==> src/rtl/voice_pkg.sv <==
// Shared definitions for the polyphonic voice allocator: defaults, FSM states
// and the per-voice table entry.
package voice_pkg;

    localparam int unsigned NUM_VOICES_DEF  = 8;
    localparam logic [31:0] FULL_VOLUME_DEF = 32'd1 << 20;

    typedef enum logic [1:0] {
        ST_IDLE   = 2'd0,
        ST_SCAN   = 2'd1,
        ST_COMMIT = 2'd2
    } alloc_state_t;

    typedef struct packed {
        logic [7:0]  key;
        logic [15:0] freq;
        logic        active;
    } voice_entry_t;

endpackage

==> src/rtl/voice_lru.sv <==
// Least-recently-used rank table: rank 0 is the most recent voice,
// rank NUM_VOICES-1 the oldest. Ranks always form a permutation.
module voice_lru
    import voice_pkg::*;
#(
    parameter int unsigned NUM_VOICES = NUM_VOICES_DEF,
    localparam int unsigned IW = (NUM_VOICES > 1) ? $clog2(NUM_VOICES) : 1
) (
    input  logic          clk,
    input  logic          reset,
    input  logic          touch,
    input  logic [IW-1:0] touch_idx,
    output logic [IW-1:0] oldest_idx
);

    logic [IW-1:0] rank [NUM_VOICES];

    always_ff @(posedge clk or posedge reset) begin
        if (reset) begin
            for (int unsigned i = 0; i < NUM_VOICES; i++) begin
                rank[i] <= IW'(i);
            end
        end else if (touch) begin
            // Voices more recent than the touched one age by one step.
            for (int unsigned i = 0; i < NUM_VOICES; i++) begin
                if (rank[i] < rank[touch_idx]) begin
                    rank[i] <= rank[i] + 1'b1;
                end
            end
            rank[touch_idx] <= '0;
        end
    end

    always_comb begin
        oldest_idx = '0;
        for (int unsigned i = 0; i < NUM_VOICES; i++) begin
            if (rank[i] == IW'(NUM_VOICES - 1)) begin
                oldest_idx = IW'(i);
            end
        end
    end

endmodule

==> src/rtl/voice_allocator.sv <==
// Polyphonic voice allocator: sequentially scans the voice table for each key
// event, then retriggers, assigns, steals or releases a voice on COMMIT.
module voice_allocator
    import voice_pkg::*;
#(
    parameter int unsigned NUM_VOICES  = NUM_VOICES_DEF,
    parameter logic [31:0] FULL_VOLUME = FULL_VOLUME_DEF
) (
    input  logic                         clk,
    input  logic                         reset,
    input  logic                         ev_valid,
    output logic                         ev_ready,
    input  logic                         ev_note_on,
    input  logic [7:0]                   ev_key,
    input  logic [15:0]                  ev_freq,
    output logic [NUM_VOICES-1:0][15:0]  frequencies,
    output logic [NUM_VOICES-1:0][31:0]  voice_volumes,
    output logic [NUM_VOICES-1:0]        active_mask,
    output logic                         steal_pulse
);

    localparam int unsigned IW = (NUM_VOICES > 1) ? $clog2(NUM_VOICES) : 1;
    localparam int unsigned CW = $clog2(NUM_VOICES + 1);

    alloc_state_t  state;
    logic [CW-1:0] idx;
    logic [IW-1:0] cur_idx;
    voice_entry_t  voices [NUM_VOICES];
    voice_entry_t  cur;

    logic          lat_on;
    logic [7:0]    lat_key;
    logic [15:0]   lat_freq;
    logic          match_found;
    logic [IW-1:0] match_idx;
    logic          free_found;
    logic [IW-1:0] free_idx;

    logic          touch;
    logic [IW-1:0] touch_idx;
    logic [IW-1:0] oldest_idx;

    assign ev_ready = (state == ST_IDLE);
    assign cur_idx  = idx[IW-1:0];
    assign cur      = voices[cur_idx];

    always_comb begin
        touch     = (state == ST_COMMIT) && lat_on;
        touch_idx = oldest_idx;
        if (match_found) begin
            touch_idx = match_idx;
        end else if (free_found) begin
            touch_idx = free_idx;
        end
    end

    voice_lru #(
        .NUM_VOICES (NUM_VOICES)
    ) u_lru (
        .clk        (clk),
        .reset      (reset),
        .touch      (touch),
        .touch_idx  (touch_idx),
        .oldest_idx (oldest_idx)
    );

    // SCAN spends one extra terminal cycle at idx == NUM_VOICES, giving the
    // NUM_VOICES+2 accept-to-output latency.
    always_ff @(posedge clk or posedge reset) begin
        if (reset) begin
            state       <= ST_IDLE;
            idx         <= '0;
            lat_on      <= 1'b0;
            lat_key     <= '0;
            lat_freq    <= '0;
            match_found <= 1'b0;
            match_idx   <= '0;
            free_found  <= 1'b0;
            free_idx    <= '0;
            steal_pulse <= 1'b0;
            for (int unsigned i = 0; i < NUM_VOICES; i++) begin
                voices[i] <= '0;
            end
        end else begin
            steal_pulse <= 1'b0;
            case (state)
                ST_IDLE: begin
                    if (ev_valid) begin
                        lat_on      <= ev_note_on;
                        lat_key     <= ev_key;
                        lat_freq    <= ev_freq;
                        idx         <= '0;
                        match_found <= 1'b0;
                        free_found  <= 1'b0;
                        state       <= ST_SCAN;
                    end
                end
                ST_SCAN: begin
                    if (idx == CW'(NUM_VOICES)) begin
                        state <= ST_COMMIT;
                    end else begin
                        if (cur.active && cur.key == lat_key && !match_found) begin
                            match_found <= 1'b1;
                            match_idx   <= cur_idx;
                        end
                        if (!cur.active && !free_found) begin
                            free_found <= 1'b1;
                            free_idx   <= cur_idx;
                        end
                        idx <= idx + 1'b1;
                    end
                end
                ST_COMMIT: begin
                    state <= ST_IDLE;
                    if (lat_on) begin
                        if (match_found) begin
                            voices[match_idx].freq <= lat_freq;
                        end else if (free_found) begin
                            voices[free_idx].key    <= lat_key;
                            voices[free_idx].freq   <= lat_freq;
                            voices[free_idx].active <= 1'b1;
                        end else begin
                            voices[oldest_idx].key  <= lat_key;
                            voices[oldest_idx].freq <= lat_freq;
                            steal_pulse             <= 1'b1;
                        end
                    end else if (match_found) begin
                        voices[match_idx].active <= 1'b0;
                    end
                end
                default: state <= ST_IDLE;
            endcase
        end
    end

    always_comb begin
        for (int unsigned i = 0; i < NUM_VOICES; i++) begin
            frequencies[i]   = voices[i].freq;
            active_mask[i]   = voices[i].active;
            voice_volumes[i] = voices[i].active ? FULL_VOLUME : '0;
        end
    end

endmodule

==> config.mk <==
export PLATFORM = sky130hd
export DESIGN_NAME = voice_allocator
export DESIGN_NICKNAME = d
export VERILOG_FILES = /design/src/rtl/voice_pkg.sv /design/src/rtl/voice_lru.sv /design/src/rtl/voice_allocator.sv
export SDC_FILE = /design/constraint.sdc
export NUM_CORES = 1
export LEC_CHECK = 0
export CAP_MARGIN = 20
export CORE_ASPECT_RATIO = 1.75
export CORE_UTILIZATION = 49
export DETAILED_ROUTE_END_ITERATION = 8
export HOLD_SLACK_MARGIN = 0.06
export PLACE_DENSITY = 0.82
export SLEW_MARGIN = 20
export SYNTH_ARGS = -nofsm -noshare
export SYNTH_HDL_FRONTEND = slang
export SYNTH_SLANG_ARGS = --single-unit
==> constraint.sdc <==
create_clock -name clk -period 9.66 [get_ports clk]
set_input_delay 0.966 -clock clk [delete_from_list [all_inputs] [get_ports clk]]
set_output_delay 0.966 -clock clk [all_outputs]
set_load 0.005 [all_outputs]
### Word level (Yosys, flattened, before mapping)

Index checks and enable logic that the tools add are counted.

* output and inout port bits: 394
* flip-flop bits (word level): 264
* word-level logic and storage cells: 197

* magnitude comparators: 17
* equality and inequality tests: 16
* reductions and logical operators: 22
* multiplexer cells: 83
* bitwise operators: 8
* $add $sub $neg: 9

Operators with widths (count)
* 200-bit bitwise mux: 7
* 200-bit 2-to-1 mux: 4
* 25-bit demux with 3-bit select: 7
* 21-bit 2-to-1 mux: 8
* 25-bit 2-to-1 mux: 4
* 25-bit binary-select mux with 3-bit select: 1
* 3-bit 2-to-1 mux: 25
* 17-bit 2-to-1 mux: 3
* 3-bit by 1-bit adder with 3-bit output, second input constant: 8
* 24-bit AND: 1
* 3-bit < comparator: 8
* 24-bit NOT: 1
* 3-bit equality test, second input constant: 7
* 4-bit greater-or-equal comparator, second input constant: 5
* 3-bit NOT with 4-bit output: 5
* 4-bit by 1-bit < comparator with 1-bit output, second input constant: 4
* 1-bit 2-to-1 mux: 12
* 2-bit inequality test, second input constant: 5
* 3-bit binary-select mux with 3-bit select: 1
* 3-bit demux with 3-bit select: 1
* 3-bit AND reduction: 3
* 8-bit equality test: 1
* 1-bit logical AND: 8
* 2-bit 2-to-1 mux: 4
* 14 further kinds: 22

### Depth between registers and ports, before layout

Gate-level depths: netlist of run 1.

* depth after elaboration: 18
* gate-level depth with buffers: 18
* gate-level depth less buffers: 16

### By module

A second synthesis of run 1 with hierarchy kept.

* cells, all modules: 1473
* area total of the unflattened synthesis: 14745.4 µm²

By module, submodules not included
* voice_allocator: cells each 1287, area each 12821.0 µm², instances 1
* voice_lru: cells each 186, area each 1924.3 µm², instances 1

### Worst setup path before layout of run 1

Ideal clock, no wire load.

* kind: register to register
* start: register u_lru.rank[0] (netlist bit)
* end: register u_lru.rank[1] (netlist bit)
* data arrival time: 3469 ps
* setup slack: 6118 ps
* cell stages (with the launch flop): 18
* path through: dfstp_2 -> ha_1 -> ha_1 -> buf_4 -> nor4_4 -> a211oi_2 -> or2_0 -> buf_2 -> nand2_1 -> o22ai_1 -> a221oi_1 -> nand2_1 -> ha_1 -> inv_1 -> o41ai_1 -> a31oi_1 -> o21ai_0 -> o2bb2ai_1

* longest elaborated chain between the ends: 12
* elaborated cells on any way between the ends: 19
* those cells by class: add/sub (1); order compare (3); eq/ne (1); mux (10); bitwise (3); reduce/logical (1)

Ends and longest elaborated chain
* from (decl): RTL line voice_lru.sv:16 `logic [IW-1:0] rank [NUM_VOICES];`
* from (signal, indexed assignment): RTL line voice_lru.sv:21 `rank[i] <= IW'(i);`
* from (signal, indexed assignment): RTL line voice_lru.sv:27 `rank[i] <= rank[i] + 1'b1;`
* 3-bit equality test: RTL line voice_lru.sv:37 `if (rank[i] == IW'(NUM_VOICES - 1)) begin`
* 3-bit 2-to-1 mux: RTL line voice_lru.sv:37
* 3-bit 2-to-1 mux: RTL line voice_allocator.sv:52 `end else if (free_found) begin`
* 3-bit 2-to-1 mux: RTL line voice_allocator.sv:50 `if (match_found) begin`
* 3-bit NOT with 4-bit output (not written as such): RTL line voice_lru.sv:26, voice_lru.sv:30
* 3-bit binary-select mux with 3-bit select: RTL line voice_lru.sv:26 `if (rank[i] < rank[touch_idx]) begin`
* 3-bit 2-to-1 mux (not written as such) (2 in series): RTL line voice_lru.sv:26
* 3-bit < comparator: RTL line voice_lru.sv:26
* 3-bit 2-to-1 mux: RTL line voice_lru.sv:26
* 3-bit 2-to-1 mux: RTL line voice_lru.sv:23 `end else if (touch) begin`
* 24-bit AND (no line) *

Mark *: on every way between the ends. The rest lies on a longest branch, timed or not. The select of a mux whose other input is x is not followed.
A chain may end at the register's enable or synchronous reset.

### Worst setup path after layout of run 1

* start: register u_lru.rank[1] (netlist bit)
* end: register u_lru.rank[1] (netlist bit)

The elaborated chain is that of the path after synthesis.

==> flow_metrics.env, run 1 <==
export IMPL_outcome="finished, final reports clean"
export IMPL_dpl_hpwl_um=24000
export IMPL_setup_violations=0
export IMPL_grt_pass1_wl_um=49800
export IMPL_grt_ovfl_total=0
export IMPL_worst_slack_ps=5240
export IMPL_path_delay_family="compound AO/OA/AOI/OAI gates"
export IMPL_synth_ff_type="dfrtp_1"
export IMPL_p_switching_mw=1.10
export IMPL_synth_warnings=0
export IMPL_start_util_pct=50.1
export IMPL_clk_latency_ps=530
export IMPL_fmax_mhz=226
export IMPL_core_area_mm2=0.0296
export IMPL_synth_top_family_by_area="buffers and inverters"
export IMPL_wl_um=32600
export IMPL_ys_seq_area_share_pct=44.6
export IMPL_grt_pass1_vias=9084
export IMPL_fin_crit_sh_pct=45.8
export IMPL_synth_compound_area_share_pct=10.1
export IMPL_rows=83
export IMPL_ctsResizeCount=0
export IMPL_total_leakage_power_nw=7.32
export IMPL_cp_required_ps=10120
export IMPL_p_per_area_mw_per_mm2=199
export IMPL_hp_class="flip-flop to flip-flop"
export IMPL_cp_slowest_cell="dfstp_2"
export IMPL_p_sw_share_pct=35.5
export IMPL_synth_xor_area_share_pct=0.531
export IMPL_layout_nets=1556
export IMPL_grt_max_degree=139
export IMPL_cts_setup_buffers=0
export IMPL_crit_path_end_kind="flip-flop"
export IMPL_slowest_delay_ps=570
export IMPL_pwr_share_comb_pct=27.7
export IMPL_worstPathArrival_ps=4880
export IMPL_ys_types=75
export IMPL_finalHoldViolCount=0
export IMPL_ys_seq_elements=264
export IMPL_drtIter0Drc=537
export IMPL_diodes=0
export IMPL_place_ws_ps=5190
export IMPL_vias_per_cell=5.04
export IMPL_path_max_fanout=9
export IMPL_netlist_area_mm2=0.0148
export IMPL_intPower_mw=2.00
export IMPL_ctsLongestPathBuffers=3
export IMPL_cp_cell_sequence="ha_1 -> ha_1 -> nor4_4 -> a211oi_2 -> or2_0 -> nand2_1 -> nand2_1 -> o22ai_1 -> a221oi_1 -> nand2_1 -> ha_1 -> inv_1 -> o41ai_1 -> a31oi_1 -> o21ai_0 -> o2bb2ai_1"
export IMPL_h_tree_depth=1
export IMPL_cts_root_buf="clkbuf_16"
export IMPL_crit_type="flip-flop to flip-flop"
export IMPL_finalMaxSlewViolations=0
export IMPL_synth_cells=1503
export IMPL_io_buffers=173
export IMPL_worst_pin_slew_ps=1140
export IMPL_ys_async_sr_fraction_pct=100
export IMPL_clkPwrFrac_pct=28.4
export IMPL_yosysTopAreaCell="dfrtp_1"
export IMPL_dr_pass1_iters=5
export IMPL_drv_cap=0
export IMPL_gp_congestion=0.913
export IMPL_path_clk_slew_ps=70
export IMPL_die_area_mm2=0.0310
export IMPL_grt_total_usage_pct=21.1
export IMPL_cts_buffers=23
export IMPL_io_pins=422
export IMPL_synthMuxAreaShare_pct=9.69
export IMPL_antenna_found_initial=0
export IMPL_avgSynthCellArea_um2=9.87
export IMPL_die_x_um=134
export IMPL_antenna_left=0
export IMPL_synth_edff_count=0
export IMPL_cts_tree="done"
export IMPL_irDropWorstVdd_mv=0.119
export IMPL_synthToLayoutAreaGrowth_pct=5.17
export IMPL_grt_setup_unrepaired="false"
export IMPL_cp_start_kind="flip-flop"
export IMPL_num_fill_cells=2643
export IMPL_detail_route_wl_per_cell_um=17.2
export IMPL_tns_ps=0
export IMPL_drc=0
export IMPL_layout_commonest_cell="nand2_1"
export IMPL_final_cell_mix="nand2_1, dfrtp_1, conb_1, clkdlybuf4s50_1, o21ai_0"
export IMPL_synth_top_area_share_pct=42.5
export IMPL_min_period_ps=4420
export IMPL_via_count=9556
export IMPL_fin_skew_ps=14.1
export IMPL_p_seq_share_pct=43.9
export IMPL_slew_headroom_pct=23.7
export IMPL_synth_fa_ha_area_share_pct=2.26
export IMPL_synth_area_top_cells="dfrtp_1, buf_4, nand2_1"
export IMPL_die_h_um=232
export IMPL_path_buf_inv=1
export IMPL_layout_drive_gt1_share_pct=11.0
export IMPL_clock_sinks=264
export IMPL_cts_hold_buf=0
export IMPL_yosys_area_share_simple_pct=10.8
flip-flops by register name (all words and copies together) (netlist names):
signal	count
frequencies	128
voices	64
u_lru.rank	24
lat_freq	16
active_mask	8
lat_key	8
idx	4
free_idx	3
match_idx	3
state	2
free_found	1
lat_on	1
match_found	1
steal_pulse	1
synth_stat cells (8+ instances only):
| cell | instances |
|---|---|
| a21oi_1 | 8 |
| buf_4 | 394 |
| clkbuf_1 | 51 |
| dfrtp_1 | 252 |
| dfstp_2 | 12 |
| ha_1 | 25 |
| inv_1 | 18 |
| mux2_2 | 65 |
| mux2i_1 | 30 |
| mux4_2 | 18 |
| nand2_1 | 284 |
| nand2b_1 | 13 |
| nand3_1 | 14 |
| nor2_1 | 29 |
| o21ai_0 | 162 |
through the flow:
stage	util, %	instances	total power, mW	instance area, um^2	hold WS, ps
after floorplan	-	1750	2.03	15800	446
after global placement	50.2	1859	2.21	14900	458
after detailed placement	50.2	1859	2.24	14900	463
after CTS	52.6	1895	3.13	15600	479
after global routing	52.7	1896	3.28	15600	492
final	52.7	1896	3.11	15600	476
routing by layer:
layer / part of all wire, % / wire length (um) / track usage, % / vias up
met5: 0 / 0 / 0 / -
met4: 5.6 / 1810 / 12.1 / 0
met3: 4.9 / 1600 / 2.34 / 110
met2: 54 / 17500 / 40.1 / 455
met1: 36 / 11700 / 22.1 / 4621
li1: - / - / - / 4370
cell families after synthesis:
logic type,count (synthesis)
compound gates,236
simple gates,379
fa+ha+maj,27
buf+inv,474
flops,264
other cells,1
xor+xnor,9
mux,113
cell type report:
type	instances	area, um^2	share of cell area (%)
Clock buffer	31	636	4.07
Inverter	18	75.1	0.481
Tap cell	382	478	3.06
Multi-Input combinational cell	1012	5900	37.8
Timing Repair Buffer	184	1830	11.8
Sequential cell	264	6620	42.4
Clock inverter	5	57.6	0.369
path summary, 6_finish.rpt:
path,startpoint,to,slack (ps),cells after the start
min reg2reg,lat_freq[2]$_DFFE_PP0P_,lat_freq[2]$_DFFE_PP0P_,480,2
max in group asynchronous,reset,frequencies[105]$_DFFE_PP0P_,7350,3
min in group asynchronous,reset,frequencies[19]$_DFFE_PP0P_,1010,2
min,lat_freq[2]$_DFFE_PP0P_,lat_freq[2]$_DFFE_PP0P_,480,2
max reg2reg,u_lru.rank[1]$_DFFE_PP1P_,u_lru.rank[1]$_DFFE_PP1P_,5240,16
max,u_lru.rank[1]$_DFFE_PP1P_,u_lru.rank[1]$_DFFE_PP1P_,5240,16
worst register-to-register path, stage by stage (launching register included):
cell and delay [ps]:
dfstp_2 570, ha_1 150, ha_1 460, nor4_4 130, a211oi_2 290, or2_0 570
nand2_1 110, nand2_1 90, o22ai_1 90, a221oi_1 270, nand2_1 320, ha_1 410
inv_1 40, o41ai_1 340, a31oi_1 100, o21ai_0 250, o2bb2ai_1 160
power groups by stage:
stage                     Sequential (mW)  Clock [mW]  Combinational, mW
after floorplan                      1.29           0              0.745
after global placement               1.37           0              0.836
after detailed placement             1.38           0              0.858
after CTS                            1.36       0.903              0.863
after global routing                 1.38       0.948              0.951
final                                1.36       0.883              0.860
No activity file was read; power rests on OpenSTA's default activity.
==> run 2: changes to the inputs <==
==> constraint.sdc (replaced) <==
create_clock -name clk -period 4.4 [get_ports clk]
set_input_delay 0.44 -clock clk [delete_from_list [all_inputs] [get_ports clk]]
set_output_delay 0.44 -clock clk [all_outputs]
set_load 0.005 [all_outputs]
==> flow_metrics.env, run 2 (synthesis gave the netlist of run 1 again) <==
export IMPL_fin_skew_ps=16.9
export IMPL_slowest_delay_ps=580
export IMPL_total_leakage_power_nw=7.44
export IMPL_vias_per_cell=5.02
export IMPL_core_area_mm2=0.0296
export IMPL_rows=83
export IMPL_final_cell_mix="nand2_1, dfrtp_1, conb_1, clkdlybuf4s50_1, o21ai_0"
export IMPL_io_buffers=173
export IMPL_post_dp_cell_area_mm2=0.0150
export IMPL_cts_buffers=23
export IMPL_worst_slack_ps=374
export IMPL_die_x_um=134
export IMPL_cts_tree="done"
export IMPL_layout_drive_gt1_share_pct=11.9
export IMPL_crit_type="flip-flop to flip-flop"
export IMPL_min_period_ps=4030
export IMPL_dr_pass1_iters=5
export IMPL_grt_max_degree=112
export IMPL_detail_route_wl_per_cell_um=17.2
export IMPL_slew_headroom_pct=26.6
export IMPL_irDropWorstVdd_mv=0.291
export IMPL_grt_total_usage_pct=21.4
export IMPL_stdcell_area_mm2=0.0158
export IMPL_cts_setup_buffers=0
export IMPL_worstReg2RegStart="u_lru.rank[6]$_DFFE_PP1P_"
export IMPL_via_count=9617
export IMPL_cp_required_ps=4810
export IMPL_num_fill_cells=2633
export IMPL_clock_sinks=264
export IMPL_reg2reg_setup_slack_ps=370
export IMPL_outcome="finished, final reports clean"
export IMPL_grt_ovfl_total=0
export IMPL_area_sequential_mm2=0.00662
export IMPL_synthToLayoutAreaGrowth_pct=6.61
export IMPL_drtIter0Drc=524
export IMPL_gp_congestion=0.927
export IMPL_antenna_found_initial=1
export IMPL_ctsResizeCount=0
export IMPL_hp_class="primary input to async pin"
export IMPL_worst_pin_slew_ps=1090
export IMPL_grt_setup_unrepaired="false"
export IMPL_drc=0
export IMPL_rr_worst_depth=14
export IMPL_antenna_left=0
export IMPL_ctsLongestPathBuffers=3
export IMPL_cts_hold_buf=0
export IMPL_clk_latency_ps=540
export IMPL_crit_path_end_kind="flip-flop"
export IMPL_cts_root_buf="clkbuf_16"
export IMPL_multi_input_area_mm2=0.00588
export IMPL_io_pins=422
export IMPL_place_ws_ps=467
export IMPL_drv_cap=0
export IMPL_final_util_pct=53.4
export IMPL_crit_top_cell="ha_1"
export IMPL_fin_crit_sh_pct=91.5
export IMPL_rr_endpoint="u_lru.rank[3]$_DFFE_PP0P_"
export IMPL_p_per_area_mw_per_mm2=450
export IMPL_grt_pass1_vias=9223
export IMPL_finalHoldViolCount=0
export IMPL_tns_ps=0
export IMPL_layout_nets=1569
export IMPL_fmax_mhz=248
export IMPL_grt_pass1_wl_um=51100
export IMPL_cp_slowest_cell="a211oi_1"
export IMPL_diodes=0
export IMPL_dpl_hpwl_um=24500
export IMPL_setup_violations=0
export IMPL_path_clk_slew_ps=70
export IMPL_wl_um=33000
export IMPL_worstPathArrival_ps=4440
export IMPL_die_h_um=232
export IMPL_start_util_pct=50.1
export IMPL_path_buf_inv=1
export IMPL_h_tree_depth=1
export IMPL_cp_cell_sequence="ha_1 -> ha_1 -> nor2_1 -> a211oi_1 -> nor2_1 -> o32ai_1 -> o21ai_0 -> o22a_1 -> nand2_1 -> buf_4 -> ha_1 -> a311oi_1 -> nand2_1 -> mux2i_1"
export IMPL_die_area_mm2=0.0310
export IMPL_largest_reg_flops=128
export IMPL_layout_commonest_cell="nand2_1"
export IMPL_path_delay_family="compound AO/OA/AOI/OAI gates"
export IMPL_path_max_fanout=7
export IMPL_cp_start_kind="flip-flop"
export IMPL_finalMaxSlewViolations=0
[run 2: cell count changes in the layout (fill, tap and decap cells not counted), sizes merged]
cell      before  now
buf           11   24
clkinv         3    6
clkbuf        31   30
clkinvlp       0    1
bufinv         1    4
[run 2: final cells by class]
cell class	count	area share, %
inverters	18	0.451
clock buffers	30	4.00
multi-input cells	1012	37.2
clock inverters	12	1.17
flip-flops and latches	264	41.9
repair buffers	197	12.3
well taps	382	3.02
[run 2: metrics by stage]
step | power (mW) | hold slack [ps] | cells
finish | 7.12 | 397 | 1915
global route | 7.50 | 423 | 1915
CTS | 7.18 | 399 | 1914
detailed placement | 4.96 | 463 | 1872
global placement | 4.91 | 458 | 1872
floorplan | 4.47 | 446 | 1750
[run 2: report_power, final]
group	internal (mW)	total [mW]	switching [mW]
Clock	1.27	2.19	0.927
Sequential	2.66	3.01	0.351
Combinational	0.701	1.91	1.21
[run 2: metal layers]
metal | GRT usage [%] | up-vias | wire length (um)
met5 | 0 | - | 0
met2 | 40.8 | 463 | 18100
met1 | 22.7 | 4661 | 11600
met4 | 11.3 | 0 | 1630
met3 | 2.29 | 88 | 1650
li1 | - | 4405 | -
[run 2: how the worst max path moves through the flow]
stage	start	endpoint	slack [ps]	cells past startpoint
after global routing	u_lru.rank[6]$_DFFE_PP1P_	u_lru.rank[4]$_DFFE_PP1P_	100	14
after global placement	u_lru.rank[6]$_DFFE_PP1P_	u_lru.rank[3]$_DFFE_PP0P_	550	14
after detailed placement	u_lru.rank[6]$_DFFE_PP1P_	u_lru.rank[3]$_DFFE_PP0P_	470	14
after floorplan	reset	active_mask[0]$_DFFE_PP0P_	490	1
after CTS	u_lru.rank[6]$_DFFE_PP1P_	u_lru.rank[3]$_DFFE_PP0P_	420	14
final	u_lru.rank[6]$_DFFE_PP1P_	u_lru.rank[3]$_DFFE_PP0P_	370	14
==> run 3: changes to the inputs <==
==> constraint.sdc (replaced) <==
create_clock -name clk -period 4.4 [get_ports clk]
set_input_delay 0.44 -clock clk [delete_from_list [all_inputs] [get_ports clk]]
set_output_delay 0.44 -clock clk [all_outputs]
set_load 0.1 [all_outputs]
==> results of run 3 <==
Same layout as run 2 (identical final DEF). Status: finished, final reports clean.
Among the figures that moved: total power 7.12 mW -> 8.25 mW; worst IR drop on VDD 0.291 mV -> 0.369 mV
